<file path="config.mk">
export PLATFORM = sky130hd
export DESIGN_NAME = otter_hamm_decoder
export DESIGN_NICKNAME = d
export VERILOG_FILES = /design/src/rtl/otter_hamm_decoder.sv
export SDC_FILE = /design/constraint.sdc
export NUM_CORES = 1
export LEC_CHECK = 0
export ABC_AREA = 1
export ABC_CLOCK_PERIOD_IN_PS = 4100
export BUFFER_PORTS_ARGS = -buffer_cell sky130_fd_sc_hd__buf_2
export CORE_MARGIN = 2
export CORE_UTILIZATION = 55
export CTS_BUF_LIST = sky130_fd_sc_hd__clkbuf_8
export DETAILED_ROUTE_END_ITERATION = 7
export GPL_TIMING_DRIVEN = 0
export PLACE_DENSITY_LB_ADDON = 0.12
export SYNTH_ARGS = -nofsm -noshare
export SYNTH_HDL_FRONTEND = slang
export SYNTH_SLANG_ARGS = --single-unit
</file>
<file path="constraint.sdc">
create_clock -name MEM_CLK -period 4.1 [get_ports MEM_CLK]
set_input_delay 0.205 -clock MEM_CLK [delete_from_list [all_inputs] [get_ports MEM_CLK]]
set_output_delay 0.205 -clock MEM_CLK [all_outputs]
set_load 0.02 [all_outputs]
</file>
<file path="src/rtl/otter_hamm_decoder.sv">
// otter_hamm_decoder: Hamming(38,32) SEC read-side checker/corrector behind a 2-stage valid/ready pipeline.
// Define OTTER_HAMM_CORRECT_EN to correct data-bit errors; left undefined the block is detect-only.
module otter_hamm_decoder #(
  parameter int ADDR_WIDTH = 14,
  parameter int CNT_WIDTH  = 16
) (
  input  logic                  MEM_CLK,
  input  logic                  MEM_RST,
  input  logic                  IN_VALID,
  output logic                  IN_READY,
  input  logic [31:0]           IN_DATA,
  input  logic [5:0]            IN_PAR,
  input  logic [ADDR_WIDTH-1:0] IN_ADDR,
  output logic                  OUT_VALID,
  input  logic                  OUT_READY,
  output logic [31:0]           OUT_DATA,
  output logic [ADDR_WIDTH-1:0] OUT_ADDR,
  output logic [5:0]            OUT_SYND,
  output logic                  OUT_CORR,
  output logic                  OUT_UNCORR,
  input  logic                  CNT_CLR,
  output logic [CNT_WIDTH-1:0]  CORR_CNT,
  output logic [CNT_WIDTH-1:0]  UNCORR_CNT,
  output logic                  ERR_LOG_VALID,
  output logic [ADDR_WIDTH-1:0] ERR_LOG_ADDR
);

  // Codeword position of data bit idx: the idx-th non-power-of-two position starting at 3.
  function automatic logic [5:0] dataPos(input int idx);
    int         cnt;
    logic [5:0] pos;
    cnt = 0;
    pos = '0;
    for (int p = 3; p <= 38; p++) begin
      if ((p & (p - 1)) != 0) begin
        if (cnt == idx) pos = 6'(p);
        cnt++;
      end
    end
    return pos;
  endfunction

  function automatic logic [5:0] calcCheck(input logic [31:0] d);
    logic [5:0] c;
    c = '0;
    for (int i = 0; i < 32; i++) begin
      if (d[i]) c = c ^ dataPos(i);
    end
    return c;
  endfunction

  logic                  w_stall;
  logic                  w_xfer;
  logic [5:0]            w_synd;
  logic                  w_isCorr;
  logic                  w_isUncorr;
  logic [31:0]           w_corrData;

  logic                  r_s1Valid;
  logic [31:0]           r_s1Data;
  logic [ADDR_WIDTH-1:0] r_s1Addr;
  logic [5:0]            r_s1Synd;

  logic [CNT_WIDTH-1:0]  r_corrCnt;
  logic [CNT_WIDTH-1:0]  r_uncorrCnt;
  logic                  r_logValid;
  logic [ADDR_WIDTH-1:0] r_logAddr;

  assign w_stall  = OUT_VALID && !OUT_READY;
  assign w_xfer   = OUT_VALID && OUT_READY;
  assign IN_READY = !w_stall;
  assign w_synd   = calcCheck(IN_DATA) ^ IN_PAR;

  always_ff @(posedge MEM_CLK) begin
    if (MEM_RST) begin
      r_s1Valid <= 1'b0;
      r_s1Data  <= '0;
      r_s1Addr  <= '0;
      r_s1Synd  <= '0;
    end else if (!w_stall) begin
      r_s1Valid <= IN_VALID;
      r_s1Data  <= IN_DATA;
      r_s1Addr  <= IN_ADDR;
      r_s1Synd  <= w_synd;
    end
  end

  // Syndromes 1..38 name a codeword position; anything above 38 points outside the code.
  assign w_isUncorr = r_s1Synd > 6'd38;
  assign w_isCorr   = (r_s1Synd != 6'd0) && !w_isUncorr;

`ifdef OTTER_HAMM_CORRECT_EN
  logic [31:0] w_flipMask;

  always_comb begin
    w_flipMask = '0;
    for (int i = 0; i < 32; i++) begin
      if (dataPos(i) == r_s1Synd) w_flipMask[i] = 1'b1;
    end
  end

  assign w_corrData = r_s1Data ^ w_flipMask;
`else
  assign w_corrData = r_s1Data;
`endif

  always_ff @(posedge MEM_CLK) begin
    if (MEM_RST) begin
      OUT_VALID  <= 1'b0;
      OUT_DATA   <= '0;
      OUT_ADDR   <= '0;
      OUT_SYND   <= '0;
      OUT_CORR   <= 1'b0;
      OUT_UNCORR <= 1'b0;
    end else if (!w_stall) begin
      OUT_VALID  <= r_s1Valid;
      OUT_DATA   <= w_corrData;
      OUT_ADDR   <= r_s1Addr;
      OUT_SYND   <= r_s1Synd;
      OUT_CORR   <= w_isCorr;
      OUT_UNCORR <= w_isUncorr;
    end
  end

  // Statistics only count delivered words; a clear in the same cycle takes priority.
  always_ff @(posedge MEM_CLK) begin
    if (MEM_RST || CNT_CLR) begin
      r_corrCnt   <= '0;
      r_uncorrCnt <= '0;
      r_logValid  <= 1'b0;
      r_logAddr   <= '0;
    end else if (w_xfer) begin
      if (OUT_CORR && (r_corrCnt != {CNT_WIDTH{1'b1}})) begin
        r_corrCnt <= r_corrCnt + CNT_WIDTH'(1);
      end
      if (OUT_UNCORR && (r_uncorrCnt != {CNT_WIDTH{1'b1}})) begin
        r_uncorrCnt <= r_uncorrCnt + CNT_WIDTH'(1);
      end
      if (OUT_UNCORR && !r_logValid) begin
        r_logValid <= 1'b1;
        r_logAddr  <= OUT_ADDR;
      end
    end
  end

  assign CORR_CNT      = r_corrCnt;
  assign UNCORR_CNT    = r_uncorrCnt;
  assign ERR_LOG_VALID = r_logValid;
  assign ERR_LOG_ADDR  = r_logAddr;

endmodule

</file>
# Word-level counts from Yosys, hierarchy flattened
# Cells that the tools add are included.
# classes
add_sub_neg,962
n_lt_le_gt_ge,1
n_eq_ne,963
n_mux,2047
bitwise,32
n_reduce_logical,46
# op_table
cell,n
$mux W32,992
$add A32 B2 Y32 const B,960
$eq A32 B6 Y1 const B,496
$eq A32 B5 Y1 const B,248
$mux W6,1023
$eq A32 B4 Y1 const B,124
$eq A32 B3 Y1 const B,62
$eq A32 B2 Y1 const B,31
$logic_not A32 Y1,31
$xor A6 B6 Y6,32
$mux W3,32
$add A16 B1 Y16 const B,2
$ne A16 B16 Y1 const B,2
$gt A6 B6 Y1 const B,1
$logic_and A1 B1 Y1,6
$reduce_and A2 Y1,3
$reduce_bool A6 Y1,1
$logic_not A1 Y1,4
$logic_or A1 B1 Y1,1
# word_totals
regBits,155
input_bits,57
output_inout_bits,103

# Logic depth before layout (Yosys ltp)
# depth
ltp_word,127
mapped_depth,15
ltp_nobuf,14

# Least setup slack after synthesis
# OpenSTA, ideal clock, no wires.
# synth_timing
path_type,register to register
start,reg r_corrCnt[0] (netlist: CORR_CNT[0])
end,reg r_corrCnt[8] (netlist: CORR_CNT[8])
setup_ns,0.138
t_arrival_ns,1.618
t_required_ns,3.962
setup_slack_ns,2.345
path_stages_with_launch,10
synth_period_minus_slack_ns,1.755
path_cell_list,dfxtp_1 ha_1 nand2_2 nor4_2 nand3_2 nand2_4 inv_2 buf_6 nand2_1 a21oi_2
# synth_via
elab_chain_len,3
elab_cells_between_ends,4
classes_between,add/sub: 1; eq/ne: 1; reduce/logical: 2
# synth_rtl
item,line_no,source
start: declaration,64,logic [CNT_WIDTH-1:0] r_corrCnt;
start signal: assignment,134,r_corrCnt <= r_corrCnt + CNT_WIDTH'(1);
"parallel branches: the longest is 3 deep, another holds $add A16 B1 Y16",n/a,
# Several ways; the timed one is not identified.
# A chain may end at the register's enable or synchronous reset.

# Final worst setup path
# layout_timing
start,reg OUT_VALID
end,out IN_READY
# layout_via
elab_chain_len,2
# layout_rtl
item,line_no,source
start: declaration,14,"output logic OUT_VALID,"
start signal: assignment,116,OUT_VALID <= r_s1Valid;
$logic_and A1 B1 Y1,69,assign w_stall = OUT_VALID && !OUT_READY;
$logic_not A1 Y1,n/a,
end: declaration,10,"output logic IN_READY,"
# Every way passes these cells.

==> impl_metrics.json <==
{
  "drv_cap": 0,
  "hold_viol_final": 0,
  "io_buffers": 154,
  "syn-instance-count": 1074,
  "clock.fmax_mhz": 473,
  "status": "finished, final reports clean",
  "critical_path_required_ns": 3.89,
  "grt_pass1_vias": 6868,
  "start_kind": "flop",
  "num_rows": 42,
  "vias": 7368,
  "post-route-drc-count": 0,
  "whs_ns": 0.0209,
  "ys_types": 33,
  "total_leakage_power_nw": 4.36,
  "synthDominantCellAreaShare_pct": 42.5,
  "peakVddDrop_v": 0.000261,
  "grt_pass1_wl_um": 33100,
  "postCtsResizedCells": 0,
  "diodes": 0,
  "wire_per_inst_um": 14.3,
  "worst_pin_slew_ns": 0.659,
  "ctsHtreeMaxLevel": 4,
  "finalSetupTns_ns": 0,
  "fin_nets": 1306,
  "ys_seq_elements": 155,
  "gp_congestion": 0.889,
  "antenna_left": 0,
  "worst_setup_path_end_kind": "primary output",
  "timing.final.crit_share_pct": 51.5,
  "viasPerCell": 5.13,
  "grt_usage_pct": 29.3,
  "placed_area_mm2": 0.00830,
  "drive_above_1_share_pct": 18.1,
  "slowest_stage": "buf_2",
  "antenna_found_initial": 0,
  "placeableCoreArea_mm2": 0.0131,
  "synth_warnings": 0,
  "max_stage_delay_ns": 0.35,
  "finClkSkew_ns": 0.0112,
  "synth.top_cells.by_area": "dfxtp_1, nand2_1, nor2_1, o21ai_0, inv_1",
  "period_needed_ns": 2.11,
  "firstDrtPassIters": 5,
  "areaGrowthSynthToFinish_pct": 19.7,
  "n_fill_cell": 1217,
  "dpl.hpwl_um": 15800,
  "holdBufCountCts": 0,
  "drt-initial-drc-count": 593,
  "overflow": 0,
  "fin_area_mm2": 0.00875,
  "avgSynthCellArea_um2": 6.80,
  "arrival_ns": 1.91,
  "clockBufferDepth": 2,
  "final_cell_mix": "nand2_1, nor2_1, buf_2",
  "ys_seq_area_share_pct": 42.5,
  "yosysTopAreaCell": "dfxtp_1",
  "cts_buffers": 17,
  "fp.dieH_um": 119,
  "power_density_mw_per_mm2": 391,
  "setup-violations-final": 0,
  "critical_path.cell_chain": "inv_1 > nor2_1 > inv_1 > clkbuf_1 > buf_2 > buf_2",
  "clk_latency_ns": 0.44,
  "die_area_mm2": 0.0142,
  "syn_area_mm2": 0.00730,
  "min_path_type": "primary input to flop",
  "cts.sinks": 155,
  "layout_commonest_cell": "nand2_1",
  "path_class": "flop to primary output",
  "max-slew-margin-rel_pct": 56.1,
  "initial_utilization_pct": 55.8,
  "die-width_um": 119,
  "grt_max_degree": 17,
  "report.final.slew_viol_count": 0,
  "worstPathMaxFanout": 10,
  "post-cts-setup-buffer-count": 0,
  "rsz0062_at_grt": "false",
  "cts_tree": "yes",
  "routed_wl_um": 20500,
  "syn-num-nets": 1133,
  "io_pins": 160,
  "clk_pin_slew_ns": 0.08,
  "ctsRootBufferMaster": "clkbuf_8"
}
-- synth_stat cells --
master / count
nand4_1: 4
ha_1: 2
nor4_1: 3
o21ai_0: 127
nand2_4: 1
buf_8: 1
clkbuf_1: 26
inv_2: 2
and3_1: 1
buf_2: 16
o21a_1: 2
clkinv_1: 1
dfxtp_1: 155
nor2_2: 2
nand3b_1: 3
nor2_1: 194
nor3_1: 15
buf_6: 3
nand3_2: 1
a21oi_2: 9
nand2_2: 3
xor2_1: 23
clkbuf_2: 2
xnor2_1: 24
buf_1: 1
nand2_1: 245
nor3b_1: 1
or2_1: 1
a21oi_1: 60
nand3_1: 42
nor4_2: 1
inv_1: 101
nor3_2: 2
-- cell type report --
cell class / instances / area, um2 / area share (%)
Multi-Input combinational cell: 766 / 3570 / 40.8
Sequential cell: 155 / 3100 / 35.5
Timing Repair Buffer: 154 / 771 / 8.81
Inverter: 104 / 390 / 4.46
Clock buffer: 19 / 262 / 2.99
Buffer: 49 / 240 / 2.75
Tap cell: 176 / 220 / 2.52
Clock inverter: 13 / 190 / 2.17
-- kinds of logic (layout without fill, tap and decap cells) --
logic type      Yosys count  after routing  synth area share, %
flops                   155            155                 42.5
fa+ha+maj                 2              2                0.343
simple gates            519            519                 28.8
buf+inv                 153            339                 8.63
compound gates          198            198                 14.1
xor+xnor                 47             47                 5.64
-- per-layer routing --
layer / GRT usage [%] / wire length (um)
met1: 35.3 / 8530
met2: 51.4 / 10100
met3: 4.50 / 1160
met4: 13.5 / 737
met5: 0 / 0
-- report_power, final --
group	internal [mW]	switching, mW	total (mW)
Clock	0.701	0.574	1.27
Sequential	1.59	0.0534	1.64
Combinational	0.170	0.331	0.501
Total	2.46	0.959	3.42
-- final timing paths --
kind                  end  slack, ns  cells after the start        start
min           r_s1Addr[6]       0.02                      3   IN_ADDR[6]
max reg2reg  CORR_CNT[11]       2.23                      9  CORR_CNT[0]
max              IN_READY       1.99                      6    OUT_VALID
min reg2reg     r_s1Valid       0.46                      2    r_s1Valid
-- stage by stage --
step                utilization (%)  power (mW)  setup WS, ns  std cells
finish                         66.8        3.42          1.99       1436
global route                   66.8        3.57          1.86       1436
CTS                            66.8        3.43          2.00       1436
detailed placement             63.4        2.17          2.24       1404
global placement               63.4        2.16          2.27       1404
floorplan                         -        2.00          2.34       1074
-- state kept, by name (all words and copies together), names as in the netlist --
name / flops
OUT_DATA: 32
r_s1Data: 32
CORR_CNT: 16
UNCORR_CNT: 16
ERR_LOG_ADDR: 14
OUT_ADDR: 14
r_s1Addr: 14
OUT_SYND: 6
r_s1Synd: 6
ERR_LOG_VALID: 1
OUT_CORR: 1
OUT_UNCORR: 1
OUT_VALID: 1
r_s1Valid: 1
-- critical path, delay by kind of cell (launching register included) --
kind                   cells  cell delay [ns]
AND/OR/NAND/NOR            1             0.07
buffers and inverters      5             1.06
flip-flops                 1             0.33
(Power assumes the default switching activity.)
